**src/rtl/crossbar_4x4.sv**
```systemverilog
// crossbar_4x4 - 4-master x 4-slave req/ack interconnect.
//
// Purpose:
//   Routes each master request to the slave selected by addr[ADDR_W-1:ADDR_W-2].
//   Each slave has its own round-robin arbiter with a grant lock, so a grant
//   holds until that slave acks. Request and ack paths are combinational.
//   Read data returns one cycle after a read ack, steered by a registered
//   per-slave source tag.
//
// Ports:
//   clk, reset_n                   clock, async active-low reset
//   master_<i>_req/addr/cmd/wdata  master request in (i = 1..4), cmd 0=rd 1=wr
//   master_<i>_ack/rdata           ack out (same cycle), read data out (+1 cycle)
//   slave_<j>_req/addr/cmd/wdata   forwarded request out (j = 1..4)
//   slave_<j>_ack/rdata            slave ack in, slave read data in (+1 cycle)
module crossbar_4x4 #(
  parameter int ADDR_W = 32,
  parameter int DATA_W = 32
) (
  input  logic              clk,
  input  logic              reset_n,
  input  logic              master_1_req,
  input  logic [ADDR_W-1:0] master_1_addr,
  input  logic              master_1_cmd,
  input  logic [DATA_W-1:0] master_1_wdata,
  output logic              master_1_ack,
  output logic [DATA_W-1:0] master_1_rdata,
  input  logic              master_2_req,
  input  logic [ADDR_W-1:0] master_2_addr,
  input  logic              master_2_cmd,
  input  logic [DATA_W-1:0] master_2_wdata,
  output logic              master_2_ack,
  output logic [DATA_W-1:0] master_2_rdata,
  input  logic              master_3_req,
  input  logic [ADDR_W-1:0] master_3_addr,
  input  logic              master_3_cmd,
  input  logic [DATA_W-1:0] master_3_wdata,
  output logic              master_3_ack,
  output logic [DATA_W-1:0] master_3_rdata,
  input  logic              master_4_req,
  input  logic [ADDR_W-1:0] master_4_addr,
  input  logic              master_4_cmd,
  input  logic [DATA_W-1:0] master_4_wdata,
  output logic              master_4_ack,
  output logic [DATA_W-1:0] master_4_rdata,
  output logic              slave_1_req,
  output logic [ADDR_W-1:0] slave_1_addr,
  output logic              slave_1_cmd,
  output logic [DATA_W-1:0] slave_1_wdata,
  input  logic              slave_1_ack,
  input  logic [DATA_W-1:0] slave_1_rdata,
  output logic              slave_2_req,
  output logic [ADDR_W-1:0] slave_2_addr,
  output logic              slave_2_cmd,
  output logic [DATA_W-1:0] slave_2_wdata,
  input  logic              slave_2_ack,
  input  logic [DATA_W-1:0] slave_2_rdata,
  output logic              slave_3_req,
  output logic [ADDR_W-1:0] slave_3_addr,
  output logic              slave_3_cmd,
  output logic [DATA_W-1:0] slave_3_wdata,
  input  logic              slave_3_ack,
  input  logic [DATA_W-1:0] slave_3_rdata,
  output logic              slave_4_req,
  output logic [ADDR_W-1:0] slave_4_addr,
  output logic              slave_4_cmd,
  output logic [DATA_W-1:0] slave_4_wdata,
  input  logic              slave_4_ack,
  input  logic [DATA_W-1:0] slave_4_rdata
);

  logic [3:0]        w_m_req;
  logic [ADDR_W-1:0] w_m_addr  [4];
  logic [3:0]        w_m_cmd;
  logic [DATA_W-1:0] w_m_wdata [4];
  logic [3:0]        w_m_ack;
  logic [DATA_W-1:0] w_m_rdata [4];
  logic [3:0]        w_s_ack;
  logic [DATA_W-1:0] w_s_rdata [4];
  logic [3:0]        w_s_req;
  logic [ADDR_W-1:0] w_s_addr  [4];
  logic [3:0]        w_s_cmd;
  logic [DATA_W-1:0] w_s_wdata [4];

  logic [3:0]        w_req_to  [4];  // [slave][master]
  logic [3:0]        w_gnt_vld;
  logic [1:0]        w_gnt     [4];

  logic [1:0]        r_ptr     [4];
  logic [3:0]        r_locked;
  logic [1:0]        r_owner   [4];
  logic [3:0]        r_rd_pend;
  logic [1:0]        r_rd_src  [4];

  always_comb begin
    w_m_req      = {master_4_req, master_3_req, master_2_req, master_1_req};
    w_m_cmd      = {master_4_cmd, master_3_cmd, master_2_cmd, master_1_cmd};
    w_s_ack      = {slave_4_ack, slave_3_ack, slave_2_ack, slave_1_ack};
    w_m_addr[0]  = master_1_addr;   w_m_addr[1]  = master_2_addr;
    w_m_addr[2]  = master_3_addr;   w_m_addr[3]  = master_4_addr;
    w_m_wdata[0] = master_1_wdata;  w_m_wdata[1] = master_2_wdata;
    w_m_wdata[2] = master_3_wdata;  w_m_wdata[3] = master_4_wdata;
    w_s_rdata[0] = slave_1_rdata;   w_s_rdata[1] = slave_2_rdata;
    w_s_rdata[2] = slave_3_rdata;   w_s_rdata[3] = slave_4_rdata;
  end

  // Address decode and per-slave arbitration.
  always_comb begin
    for (int j = 0; j < 4; j++) begin
      w_req_to[j] = '0;
      for (int m = 0; m < 4; m++)
        w_req_to[j][m] = w_m_req[m] && (w_m_addr[m][ADDR_W-1 -: 2] == 2'(j));
    end
    for (int j = 0; j < 4; j++) begin
      w_gnt_vld[j] = 1'b0;
      w_gnt[j]     = r_ptr[j];
      // A held lock only counts while its owner is still asking; otherwise
      // fall back to round robin so a withdrawn request cannot stall the slave.
      if (r_locked[j] && w_req_to[j][r_owner[j]]) begin
        w_gnt_vld[j] = 1'b1;
        w_gnt[j]     = r_owner[j];
      end else begin
        // Walk from lowest priority to highest so the last hit wins.
        for (int k = 3; k >= 0; k--) begin
          if (w_req_to[j][r_ptr[j] + 2'(k)]) begin
            w_gnt_vld[j] = 1'b1;
            w_gnt[j]     = r_ptr[j] + 2'(k);
          end
        end
      end
    end
  end

  // Request forwarding, ack return and read-data steering; all forced low in reset.
  always_comb begin
    for (int j = 0; j < 4; j++) begin
      w_s_req[j]   = reset_n && w_gnt_vld[j];
      w_s_addr[j]  = w_s_req[j] ? w_m_addr[w_gnt[j]]  : '0;
      w_s_cmd[j]   = w_s_req[j] ? w_m_cmd[w_gnt[j]]   : 1'b0;
      w_s_wdata[j] = w_s_req[j] ? w_m_wdata[w_gnt[j]] : '0;
    end
    for (int m = 0; m < 4; m++) begin
      w_m_ack[m]   = 1'b0;
      w_m_rdata[m] = '0;
      for (int j = 0; j < 4; j++) begin
        if (w_s_req[j] && w_s_ack[j] && (w_gnt[j] == 2'(m)))
          w_m_ack[m] = 1'b1;
        if (reset_n && r_rd_pend[j] && (r_rd_src[j] == 2'(m)))
          w_m_rdata[m] = w_m_rdata[m] | w_s_rdata[j];
      end
    end
  end

  always_ff @(posedge clk or negedge reset_n) begin
    if (!reset_n) begin
      r_locked  <= '0;
      r_rd_pend <= '0;
      for (int j = 0; j < 4; j++) begin
        r_ptr[j]    <= 2'd0;
        r_owner[j]  <= 2'd0;
        r_rd_src[j] <= 2'd0;
      end
    end else begin
      for (int j = 0; j < 4; j++) begin
        r_rd_pend[j] <= 1'b0;
        if (w_gnt_vld[j]) begin
          if (w_s_ack[j]) begin
            r_ptr[j]    <= w_gnt[j] + 2'd1;
            r_locked[j] <= 1'b0;
            if (!w_m_cmd[w_gnt[j]]) begin
              r_rd_pend[j] <= 1'b1;
              r_rd_src[j]  <= w_gnt[j];
            end
          end else begin
            r_locked[j] <= 1'b1;
            r_owner[j]  <= w_gnt[j];
          end
        end else begin
          r_locked[j] <= 1'b0;
        end
      end
    end
  end

  assign master_1_ack   = w_m_ack[0];
  assign master_2_ack   = w_m_ack[1];
  assign master_3_ack   = w_m_ack[2];
  assign master_4_ack   = w_m_ack[3];
  assign master_1_rdata = w_m_rdata[0];
  assign master_2_rdata = w_m_rdata[1];
  assign master_3_rdata = w_m_rdata[2];
  assign master_4_rdata = w_m_rdata[3];
  assign slave_1_req    = w_s_req[0];
  assign slave_2_req    = w_s_req[1];
  assign slave_3_req    = w_s_req[2];
  assign slave_4_req    = w_s_req[3];
  assign slave_1_addr   = w_s_addr[0];
  assign slave_2_addr   = w_s_addr[1];
  assign slave_3_addr   = w_s_addr[2];
  assign slave_4_addr   = w_s_addr[3];
  assign slave_1_cmd    = w_s_cmd[0];
  assign slave_2_cmd    = w_s_cmd[1];
  assign slave_3_cmd    = w_s_cmd[2];
  assign slave_4_cmd    = w_s_cmd[3];
  assign slave_1_wdata  = w_s_wdata[0];
  assign slave_2_wdata  = w_s_wdata[1];
  assign slave_3_wdata  = w_s_wdata[2];
  assign slave_4_wdata  = w_s_wdata[3];

endmodule

```
**config.mk**
```make
export PLATFORM = sky130hd
export DESIGN_NAME = crossbar_4x4
export DESIGN_NICKNAME = d
export VERILOG_FILES = /design/src/rtl/crossbar_4x4.sv
export SDC_FILE = /design/constraint.sdc
export NUM_CORES = 1
export LEC_CHECK = 0
export CAP_MARGIN = 20
export CORE_AREA = 2 2 306 308
export CTS_CLUSTER_DIAMETER = 80
export CTS_CLUSTER_SIZE = 20
export DETAILED_ROUTE_END_ITERATION = 16
export DIE_AREA = 0 0 308 310
export PLACE_DENSITY_LB_ADDON = 0.15
export SLEW_MARGIN = 20
export SYNTH_ARGS = -nofsm -noshare
export SYNTH_HDL_FRONTEND = slang
export SYNTH_SLANG_ARGS = --single-unit
```
**constraint.sdc**
```tcl
create_clock -name clk -period 4.97 [get_ports clk]
set_input_delay 0.994 -clock clk [delete_from_list [all_inputs] [get_ports clk]]
set_output_delay 0.994 -clock clk [all_outputs]
set_load 0.005 [all_outputs]
```
==> metrics.md <==
| Metric | Value |
|---|---|
| Status | finished clean |
| Final number of hold-violating endpoints | 0 |
| DR vias | just under 20000 |
| Rows | 112 |
| Logic pwr share | 0.895 |
| Critical path arrival | roughly 3.9 ns |
| Post-DR vias/cell | about 5.1 |
| H-tree depth | 2 |
| Tcrit/Tclk final | 0.985 |
| Clk Tree Root Cell | clkbuf_16 |
| Setup WS pre-CTS | -0.415 ns |
| Register share of total power | 0.061 |
| Final HPWL DP | a little under 80 mm |
| Core area | 92500 um2 |
| Critical path peak fanout | 36 |
| Area occupied by multi-input gates | around 12000 um2 |
| Worst endpoint required time | between 3 and 4 ns |
| Global-route wire length before repair | roughly 140 mm |
| Grt ovf | 0 |
| Fraction of registers with async set/reset | 1.00 |
| Mean post-synth cell area | about 7.9 um2 |
| Critical R2R Launch | r_owner[4] |
| Fill count | between 9000 and 10000 |
| Worst reg2reg endpoint | r_rd_src[4] |
| Setup crit start kind | primary input |
| Most frequent cell after synthesis | a22oi_1 |
| Setup crit end | slave_2_wdata[16] |
| First DRT Iteration DRCs | 1685 |
| Psw | between 4000 and 5000 uW |
| Storage element area | about 800 um2 |
| DR pass1 iterations | 7 |
| Int Power | between 4000 and 5000 uW |
| Mapped Area | around 13000 um2 |
| Die H | between 300 and 400 um |
| Clk pwr share | 0.045 |
| CP Class | in -> out |
| Post-synth EDFFs | 0 |
| GP Congestion | 0.917 |
| Bufs on Longest Clock Path | 2 |
| Top-area cell type share of the netlist area | 0.198 |
| Initial core utilization | 0.141 |
| Post-route ant nets | 0 |
| Sw Ratio | 0.470 |
| Cts hold-fix bufs | 0 |
| Max cap viols | 0 |
| Final Critical Period | slightly below 5 ns |
| Reg2reg path depth | 10 |
| Slew margin rel. | 0.525 |
| Fmax | 204 MHz |
| Crit path launch | master_2_addr[31] |
| Synth-to-Final Area Change | 92.0% |
| Max rail drop VDD | around 0.00016 V |
| Number of global-route vias before repair | just under 20000 |
| Register area share after synthesis | 0.0612 |
| Full die area | around 95000 um2 |
| CTS Buf Count | 5 |
| All-layer global routing usage | 0.200 |
| Main synth FF type | dfrtp_1 |
| Cell taking the most area after synthesis | mux2i_1 |
| Layout Utilization | 0.271 |
| Slew @ Worst Pin | approximately 0.71 ns |
| Layout net count | around 3000 |
| RSZ-0062 raised after global routing | true |
| Largest net degree at the start of global routing | 58 |
| Post-route setup slack | between 0.07 and 0.08 ns |
| IO Count | just under 800 |
| Clock tree from TritonCTS | done |
| Routed WL per cell | roughly 28 um |
| IO buf count | between 700 and 800 |
| Drt drc | 0 |
| Synth Instances | 1658 |
| Final slew viol count | 0 |
| Leakage | roughly 0.011 uW |
| PD cells | approximately 340 nW/um2 |
| CP endpoint kind | output pin |
| Clk_lat worst skew | ~0.28 ns |
| Fraction of layout cells with a size suffix above 1 | 0.187 |
| Netlist cell types | 73 |
| Clock Skews | about 0.0022 ns |
| Largest cells by area after synthesis | mux2i_1 20%, a22oi_1 15%, mux4_2 11% |
| Post-synthesis register bit count | 32 |
| Die Wd | approximately 310 um |
| WL final | ~110 mm |
| FF-to-FF setup slack | 2.14 ns |
| Worst-path clk slew | approximately 0.05 ns |
| Warnings from Yosys | 0 |
| Clock tree sinks | 32 |
| # setup viols final | 0 |
| Initial antenna violation count | 9 |
| Hold crit path type | reg -> reg |
| Top cell types by occurrence after synthesis | 262 x a22oi_1, 259 x mux2i_1, 160 x nand2_1, 126 x a211oi_1, 106 x clkbuf_1 |
==> worst min-delay path by stage <==
| stage | to | cells past startpoint | slack [ns] | start |
|---|---|---|---|---|
| after floorplan | r_rd_src[3] | 1 | 0.51 | r_rd_src[3] |
| after global placement | r_owner[2] | 2 | 0.54 | r_owner[2] |
| after detailed placement | r_owner[2] | 2 | 0.56 | r_owner[2] |
| after CTS | r_owner[2] | 2 | 0.57 | r_owner[2] |
| after global routing | r_owner[2] | 2 | 0.59 | r_owner[2] |
| final | r_owner[2] | 2 | 0.56 | r_owner[2] |
==> per-stage QoR <==
step                      total power [uW]  hold WS [ns]  setup TNS [ns]  instances  cell area (um2)
after floorplan                       3870         0.508               0       1661            13100
after global placement                7540         0.540          -42.79       3705            23900
after detailed placement              7570         0.556          -45.51       3705            23900
after CTS                             8380         0.566         -0.0123       3736            24600
after global routing                  9030         0.588          -0.211       3755            25100
final                                 8540         0.558               0       3757            25100
==> layout make-up <==
type	count	share of cell area
Antenna cell	3	0.000299
Clock buffer	7	0.00608
Clock inverter	1	0.00120
Inverter	23	0.00344
Multi-Input combinational cell	1417	0.463
Sequential cell	32	0.0319
Tap cell	1197	0.0597
Timing Repair Buffer	1077	0.435
==> layout by cell type (no fill, tap or decap), drive strengths merged, types with 7 or more instances in the layout <==
cell type / count
clkdlybuf4s50: 692
buf: 294
a22oi: 262
mux2i: 260
nand2: 160
a211oi: 127
a21oi: 88
and2: 71
nor2b: 69
o22ai: 66
o221ai: 63
mux4: 62
dlygate4sd2: 48
dfrtp: 32
dlymetal6s2s: 30
nor2: 30
inv: 23
o21ai: 20
clkbuf: 17
nand3: 13
nor3: 10
a31oi: 9
ha: 8
nand4b: 7
nand3b: 7
==> power groups by stage <==
| stage | Combinational (uW) | Clock, uW | Sequential [uW] |
|---|---|---|---|
| 6_report | 7640 | 383 | 518 |
| 5_1_grt | 8090 | 402 | 535 |
| 4_1_cts | 7480 | 391 | 507 |
| 3_5_place_dp | 7060 | 0 | 511 |
| 3_3_place_gp | 7030 | 0 | 508 |
| 2_1_floorplan | 3430 | 0 | 438 |
==> sequential cells by signal (all words and copies together) (netlist names) <==
signal	flops
r_locked	4
r_owner	8
r_ptr	8
r_rd_pend	4
r_rd_src	8
==> timing repair <==
item,4_1_cts,5_1_grt
setup endpoints to repair,247,132
setup buffers,15,15
endpoints found under the hold margin,0,0
cloned,8,5
pin swaps,10,8
resized for setup,100,82
==> worst max-delay path, cell delays in order <==
cell and delay [ns]:
dlygate4sd2_1 0.28, buf_4 0.15, nand3b_1 0.22, a31oi_1 0.25, a222oi_1 0.13, buf_4 0.17
nor2_4 0.14, buf_12 0.24, buf_12 0.25, mux2i_1 0.10, a211oi_1 0.25, buf_4 0.16
clkdlybuf4s50_1 0.51
==> cell families after synthesis <==
family / share of synthesized area
muxes: 0.309
AOI/OAI and AO/OA: 0.373
xor gates and xnor gates: 0.000670
adders and majority gates: 0.00766
and+or+nand+nor: 0.164
buffers and inverters: 0.0839
other: 0.000287
DFF: 0.0612
==> per-layer routing <==
| metal | GRT usage | wire [um] |
|---|---|---|
| met1 | 0.241 | 41800 |
| met2 | 0.355 | 52200 |
| met3 | 0.0377 | 7460 |
| met4 | 0.0670 | 3970 |
| met5 | 0 | 103 |
(Power assumes the default switching activity.)
